==> src/rtl/alu_pkg.sv <==
// Shared ALU opcodes and the writeback entry layout.
// Imported by the writeback stage and its bench.
package alu_pkg;

  localparam int ALU_N  = 16;
  localparam int ALU_RW = 4;

  typedef enum logic [2:0] {
    OP_ADD = 3'b000,
    OP_AND = 3'b001,
    OP_SUB = 3'b010,
    OP_OR  = 3'b011,
    OP_XOR = 3'b100,
    OP_MUL = 3'b101,
    OP_DIV = 3'b110,
    OP_MIN = 3'b111
  } alu_op_t;

  typedef struct packed {
    logic [2*ALU_N-1:0] result;
    alu_op_t            op;
    logic [ALU_RW-1:0]  rd;
    logic               we;
  } wb_entry_t;

endpackage

==> src/rtl/wb_fifo.sv <==
// Generic show-ahead FIFO: rdata is the oldest entry while not empty.
// Push is ignored when full, pop when empty; no full-bypass.
module wb_fifo #(
  parameter int DEPTH = 2,
  parameter int W     = 8,
  localparam int AW   = $clog2(DEPTH)
) (
  input  logic          clk,
  input  logic          reset,
  input  logic          push,
  input  logic          pop,
  input  logic [W-1:0]  wdata,
  output logic [W-1:0]  rdata,
  output logic          full,
  output logic          empty,
  output logic [AW:0]   count
);

  logic [W-1:0]  mem [DEPTH];
  logic [AW-1:0] wr_ptr;
  logic [AW-1:0] rd_ptr;
  logic          do_push;
  logic          do_pop;

  assign full    = (count == (AW+1)'(DEPTH));
  assign empty   = (count == '0);
  assign do_push = push & ~full;
  assign do_pop  = pop & ~empty;
  assign rdata   = mem[rd_ptr];

  always_ff @(posedge clk) begin
    if (do_push) mem[wr_ptr] <= wdata;
  end

  always_ff @(posedge clk or posedge reset) begin
    if (reset) begin
      wr_ptr <= '0;
      rd_ptr <= '0;
      count  <= '0;
    end else begin
      if (do_push) wr_ptr <= wr_ptr + AW'(1);
      if (do_pop)  rd_ptr <= rd_ptr + AW'(1);
      count <= count
             + (AW+1)'(do_push)
             - (AW+1)'(do_pop);
    end
  end

endmodule

==> src/rtl/alu_wb_stage.sv <==
// ALU writeback stage: buffers results and drains them to the
// register file, tracking HI and the zero/negative flags.
module alu_wb_stage
  import alu_pkg::*;
#(
  parameter int N     = 16,
  parameter int RW    = 4,
  parameter int DEPTH = 2
) (
  input  logic                     clk,
  input  logic                     reset,
  input  logic                     in_valid,
  output logic                     in_ready,
  input  logic [2*N-1:0]           in_result,
  input  alu_op_t                  in_op,
  input  logic [RW-1:0]            in_rd,
  input  logic                     in_we,
  output logic                     rf_we,
  output logic [RW-1:0]            rf_waddr,
  output logic [N-1:0]             rf_wdata,
  input  logic                     rf_ready,
  output logic [N-1:0]             hi_out,
  output logic                     flag_z,
  output logic                     flag_n,
  output logic [$clog2(DEPTH):0]   count
);

  typedef struct packed {
    logic [2*N-1:0] result;
    alu_op_t        op;
    logic [RW-1:0]  rd;
    logic           we;
  } entry_t;

  localparam int EW = $bits(entry_t);

  entry_t        in_e;
  entry_t        head;
  logic [EW-1:0] head_raw;
  logic          full;
  logic          empty;
  logic          push;
  logic          pop;
  logic [RW-1:0] last_addr;
  logic [N-1:0]  last_data;

  assign in_e = '{
    result: in_result,
    op:     in_op,
    rd:     in_rd,
    we:     in_we
  };

  assign in_ready = ~full;
  assign push     = in_valid & ~full;
  assign head     = entry_t'(head_raw);
  assign rf_we    = ~empty & head.we;
  // Flags-only entries never wait on the register file.
  assign pop      = ~empty & (rf_ready | ~head.we);

  assign rf_waddr = empty ? last_addr : head.rd;
  assign rf_wdata = empty ? last_data : head.result[N-1:0];

  wb_fifo #(
    .DEPTH (DEPTH),
    .W     (EW)
  ) u_fifo (
    .clk   (clk),
    .reset (reset),
    .push  (push),
    .pop   (pop),
    .wdata (in_e),
    .rdata (head_raw),
    .full  (full),
    .empty (empty),
    .count (count)
  );

  always_ff @(posedge clk or posedge reset) begin
    if (reset) begin
      hi_out    <= '0;
      flag_z    <= 1'b1;
      flag_n    <= 1'b0;
      last_addr <= '0;
      last_data <= '0;
    end else if (pop) begin
      flag_z    <= (head.result[N-1:0] == '0);
      flag_n    <= head.result[N-1];
      last_addr <= head.rd;
      last_data <= head.result[N-1:0];
      if (head.op == OP_MUL) hi_out <= head.result[2*N-1:N];
    end
  end

endmodule

==> config.mk <==
export PLATFORM = sky130hd
export DESIGN_NAME = alu_wb_stage
export DESIGN_NICKNAME = d
export VERILOG_FILES = /design/src/rtl/alu_pkg.sv /design/src/rtl/wb_fifo.sv /design/src/rtl/alu_wb_stage.sv
export SDC_FILE = /design/constraint.sdc
export NUM_CORES = 1
export LEC_CHECK = 0
export ABC_AREA = 1
export CAP_MARGIN = 0
export CORE_MARGIN = 4
export CORE_UTILIZATION = 45
export CTS_CLUSTER_DIAMETER = 50
export DETAILED_ROUTE_END_ITERATION = 12
export PLACE_DENSITY = 0.8
export SYNTH_ARGS = -nofsm -noshare
export SYNTH_HDL_FRONTEND = slang
export SYNTH_SLANG_ARGS = --single-unit
==> constraint.sdc <==
create_clock -name clk -period 3.9 [get_ports clk]
set_input_delay 0.585 -clock clk [delete_from_list [all_inputs] [get_ports clk]]
set_output_delay 0.585 -clock clk [all_outputs]
set_load 0.02 [all_outputs]
==> results.cfg, run 1 <==
[status]
outcome = completed

[critical_path]
start_kind = flop
critPathKind = flop to output port
reg2reg_slack_ps = 1570
reg2regPathDepth = 6
crit_path_end_kind = output port
required_ps = 3310
arrival_ps = 2690
r2r-start = u_fifo.rd_ptr
crit_fanout = 37
worstReg2RegEnd = hi_out[13]

[cts]
cts-htree-levels = 4
clockBufferDepth = 2
path_clk_slew_ps = 60
cts_buffers = 17
post-cts-setup-buffers = 0
cts_tree = built
clockRootBuffer = clkbuf_8
insertion_delay_ps = 510
clock_sinks = 121
hold_buffers = 0
cts-resized-gates = 0

[power]
p_int_mw = 3.65
power.share.switching = 0.357
leakage_nw = 2.70
combPwrFrac = 0.382
powerDensity_mw_per_mm2 = 890
ir_worst_vdd_mv = 0.522
p_sw_mw = 2.03
p_seq_frac = 0.341
clockPowerShare = 0.278

[timing]
tns_ps = 0
tightest_slew_ps = 922
min_period_over_period = 0.841
slew_headroom = 0.384
hold_violations = 0
fin_crit_ps = 3280
slew_violations = 0
rsz0062_at_grt = false
setup_viol = 0
finClkSkew_ps = 13.2
fmax_ghz = 0.305

[grt]
grt_pass1_vias = 3486
grt_pass1_wl_um = 16600
grt_antenna_before_repair = 0
grt_usage = 0.172
grt_max_degree = 42
grt-ovfl-total = 0

[detailed_routing]
avgViaCountPerCell = 4.94
wl_per_cell_um = 15.0
num_vias = 3375
firstDrtPassIters = 5
drc = 0
ant_nets = 0
first_iter_violations = 199
wirelength_um = 10200

[final_layout]
fin_nets = 580
drive_above_1_share = 0.0804
fin_util = 0.618
area_delta_synth_final_pct = 33.5
antenna_cells = 0
final_area_sq_mm = 0.00638

[place]
gp_congestion = 0.827
placed_cell_area_sq_mm = 0.00577
hpwl_um = 6390
port-buffer-count = 85

[logic_synthesis]
synthTopCellsByArea = edfxtp_1, dfrtp_1, nand2_1
netlist.area_leader.share = 0.502
synth_top_area_cell = edfxtp_1
synth_area_per_cell_sq_um = 10.8
yosys_warnings = 0
syn_nets = 488
synthArstFlopShare = 0.339
synth-seq-area-share = 0.717
synth_flop_cell = edfxtp_1
synthesis.area_sq_mm = 0.00478
synth_cells = 442
synth_cell_types = 22
synth_enable_flop_cells = 80
ys_ff_latch = 121

[worst_hold_path]
holdCritPathClass = flop to flop
hold_end = hi_out[10]
min-delay-start = hi_out[10]
hold_depth = 2

[floorplanning]
coreArea_sq_mm = 0.0103
die_h_um = 111
start_util = 0.463
die_w_um = 111
rows = 37
io_pins = 86
die-area_sq_mm = 0.0123

[run]
cap_violations = 0
Yosys cell counts (2+ instances only):
library cell	count
buf_2	10
clkbuf_1	5
dfrtp_1	40
edfxtp_1	80
ha_1	2
inv_1	27
inv_2	2
nand2_1	191
nand3_1	19
nor2_1	15
o21ai_0	32
o21ai_1	8
xnor2_1	2
critical path: stages, from the launching register on:
cell and delay (ps):
dfrtp_1 380, inv_2 510, nand2_1 120, nand2_1 130
inv_1 80, o21ai_0 290, clkdlybuf4s50_1 670
layout by cell type, fill, tap and decap left out:
master	n
nand2_1	191
clkinvlp_4	1
o21ai_0	32
edfxtp_1	80
clkdlybuf4s50_1	85
o21ai_1	8
a21oi_1	1
dfstp_2	1
buf_4	5
clkinv_1	2
a21oi_4	1
xnor2_1	2
clkinv_4	3
dfrtp_1	40
clkbuf_1	1
ha_1	2
clkbuf_16	16
nor2_2	1
clkinv_2	3
o21ai_2	1
nor2_4	2
nand2_2	1
inv_2	3
nand3_1	19
xor2_1	1
clkbuf_8	2
bufinv_16	4
nor2_1	13
inv_1	26
metrics by stage:
stage	cells	hold slack, ps	setup slack (ps)	power (mW)
2_1_floorplan	442	459	882	3.27
3_3_place_gp	651	456	1310	4.05
3_5_place_dp	651	460	1270	4.12
4_1_cts	683	474	641	5.73
5_1_grt	683	496	505	6.03
6_report	683	469	620	5.68
layer usage:
layer,vias up,track usage,part of all wire
met4,0,0.0746,0.019
met1,1619,0.195,0.39
met3,17,0.0480,0.060
met2,105,0.305,0.53
met5,-,0,0
li1,1634,-,-
final cells by class:
cell class	instances	area (sq um)
fillers	775	3940
flip-flops and latches	121	3430
multi-input cells	275	1180
repair buffers	90	888
clock buffers	19	432
clock inverters	13	176
well taps	136	170
inverters	29	109
kinds of logic after synthesis:
group / share of synthesized area
adder cells (fa/ha/maj): 0.00523
AO/OA/AOI/OAI: 0.0481
flip-flops: 0.717
XOR/XNOR: 0.00550
buffers and inverters: 0.0398
AND/OR/NAND/NOR: 0.184
worst max-delay path by stage:
| stage | slack (ps) | cells after the start | start | endpoint |
|---|---|---|---|---|
| finish | 620 | 6 | u_fifo.rd_ptr | rf_wdata[3] |
| detailed placement | 1270 | 6 | u_fifo.count[1] | rf_wdata[7] |
| global route | 510 | 6 | u_fifo.count[1] | rf_waddr[0] |
| global placement | 1310 | 6 | u_fifo.rd_ptr | rf_wdata[9] |
| CTS | 640 | 6 | u_fifo.rd_ptr | rf_wdata[3] |
| floorplan | 880 | 4 | u_fifo.count[0] | u_fifo.mem[1][0] |
flip-flops by register name, indices dropped and copies added (netlist names):
signal         count
u_fifo.mem        80
hi_out            16
last_data         15
last_addr          4
u_fifo.count       2
flag_n             1
flag_z             1
u_fifo.rd_ptr      1
u_fifo.wr_ptr      1
power groups by stage:
| stage | sequential, mW | clock [mW] | combinational (mW) |
|---|---|---|---|
| 6_report | 1.94 | 1.58 | 2.17 |
| 3_5_place_dp | 1.96 | 0 | 2.17 |
| 3_3_place_gp | 1.94 | 0 | 2.11 |
| 5_1_grt | 1.97 | 1.65 | 2.41 |
| 4_1_cts | 1.94 | 1.60 | 2.19 |
| 2_1_floorplan | 2.05 | 0 | 1.22 |
(Power assumes the default switching activity.)
==> inputs of run 2 (changes only) <==
--- a/config.mk
+++ b/config.mk
@@ -11,7 +11,7 @@
 export CORE_UTILIZATION = 45
 export CTS_CLUSTER_DIAMETER = 50
 export DETAILED_ROUTE_END_ITERATION = 12
-export PLACE_DENSITY = 0.8
+export PLACE_DENSITY = 0.83
 export SYNTH_ARGS = -nofsm -noshare
 export SYNTH_HDL_FRONTEND = slang
 export SYNTH_SLANG_ARGS = --single-unit
==> constraint.sdc (replaced) <==
create_clock -name clk -period 2.7 [get_ports clk]
set_input_delay 0.405 -clock clk [delete_from_list [all_inputs] [get_ports clk]]
set_output_delay 0.405 -clock clk [all_outputs]
set_load 0.02 [all_outputs]
==> results.cfg, run 2 (synthesized netlist as in run 1, its figures left out) <==
[cts]
cts-htree-levels = 4
path_clk_slew_ps = 50
cts_buffers = 17
clockRootBuffer = clkbuf_8
insertion_delay_ps = 510
clockBufferDepth = 2
clock_sinks = 121
cts_tree = built

[timing]
rsz0062_at_grt = true
slew_violations = 0
tns_ps = 0
hold_slack_ps = 430
tightest_slew_ps = 916
setup_viol = 0
slew_headroom = 0.389
finClkSkew_ps = 9.06
hold_violations = 0
fin_crit_ps = 2590
min_period_over_period = 0.961
fmax_ghz = 0.385

[critical_path]
reg2reg_slack_ps = 700
reg2regPathDepth = 8
crit_end = rf_wdata[15]
path_buf_inv = 3
crit_start = u_fifo.rd_ptr
worstReg2RegEnd = hi_out[10]
cp_top_family = buffers and inverters
cp_num_cells = 6
slowest_delay_ps = 630
crit_fanout = 40
crit_top_cell = nand2_1
required_ps = 2300
start_kind = flop
arrival_ps = 2190
r2r-start = u_fifo.rd_ptr
crit_chain = buf_12, nand2_1, nand2_1, inv_1, o21ai_0, clkdlybuf4s50_1
critPathSlowestCell = clkdlybuf4s50_1
critPathKind = flop to output port
crit_path_end_kind = output port

[final_layout]
final_area_sq_mm = 0.00642
largest_reg_flops = 80
regMostFlops = u_fifo.mem
ff_latch_area_sq_mm = 0.00343
drive_above_1_share = 0.0870
antenna_cells = 0
largestRegisters = u_fifo.mem (80), hi_out (16), last_data (15)
area_delta_synth_final_pct = 34.3
fillers = 805
fin_nets = 585
multi_input_area_sq_mm = 0.00118
final_common_cell = nand2_1
mostFrequentLayoutCells = nand2_1, edfxtp_1, clkdlybuf4s50_1

[grt]
grt_usage = 0.167
grt-ovfl-total = 0
grt_pass1_vias = 3231
grt_max_degree = 45
grt_pass1_wl_um = 15900
grt_antenna_before_repair = 0

[power]
powerDensity_mw_per_mm2 = 1260
ir_worst_vdd_mv = 0.693
leakage_nw = 2.85

[floorplanning]
start_util = 0.463
die_h_um = 111
die_w_um = 111
rows = 37
die-area_sq_mm = 0.0123
io_pins = 86
coreArea_sq_mm = 0.0103

[place]
port-buffer-count = 85
gp_congestion = 0.780
hpwl_um = 6360
placed_cell_area_sq_mm = 0.00582

[detailed_routing]
wirelength_um = 9730
wl_per_cell_um = 14.1
ant_nets = 0
drc = 0
avgViaCountPerCell = 4.77
firstDrtPassIters = 4
num_vias = 3284
first_iter_violations = 179

[worst_hold_path]
holdCritPathClass = input port to async pin

[run]
cap_violations = 0

[status]
outcome = completed
run 2: cell types whose count changed in the layout (fill, tap and decap cells not counted), sizes merged:
cell,previous run,this run
dlygate4sd2,0,6
dlymetal6s2s,0,10
clkbuf,19,23
bufinv,4,3
clkdlybuf4s50,85,69
buf,5,10
clkinv,8,5
run 2: metal layers:
metal / wire (um) / vias to the layer above / global-route usage
li1: - / 1644 / -
met1: 4170 / 1546 / 0.197
met2: 4980 / 85 / 0.286
met3: 476 / 9 / 0.0453
met4: 101 / 0 / 0.0762
met5: 0 / - / 0
run 2: per-stage QoR:
step,power [mW],util,setup WS [ps],cells
2_1_floorplan,4.72,-,335,442
3_5_place_dp,6.03,0.564,409,656
3_3_place_gp,5.93,0.564,436,656
5_1_grt,8.62,0.622,-66.2,688
6_report,8.07,0.622,105,688
4_1_cts,8.19,0.620,11.2,688
run 2: worst reg2reg max path: stages, from the launching register on:
cell and delay (ps):
dfrtp_1 430, buf_12 210, nand2_1 100, nand2_1 90
a21oi_4 130, buf_4 410, nand2_2 310, nand2_1 160
nand2_1 60
run 2: final cells by class:
class	count	share of cell area
clock buffer	23	0.0711
clock inverter	9	0.0191
inverter	29	0.0173
multi-input combinational	275	0.183
sequential	121	0.534
tap	136	0.0265
timing repair buffer	95	0.149
run 2: report_power, final:
group | total (mW) | internal [mW] | switching, mW
Clock | 2.18 | 1.44 | 0.732
Sequential | 2.80 | 2.59 | 0.202
Combinational | 3.10 | 1.15 | 1.94
Total | 8.07 | 5.19 | 2.88
run 2: what timing repair did:
item	4_1_cts	5_1_grt
endpoints found under the setup margin	14	11
setup buffers	0	0
resized for setup	7	10
hold buffers	0	0
run 2: worst min path at each step:
stage / startpoint / end / slack [ps] / cells after the start
final: reset / hi_out[6] / 430 / 2
after global routing: in_result[23] / u_fifo.mem[0][31] / 440 / 1
after CTS: reset / u_fifo.count[1] / 440 / 2
after detailed placement: hi_out[9] / hi_out[9] / 460 / 2
after global placement: hi_out[1] / hi_out[1] / 450 / 2
after floorplan: last_data[0] / last_data[0] / 460 / 2
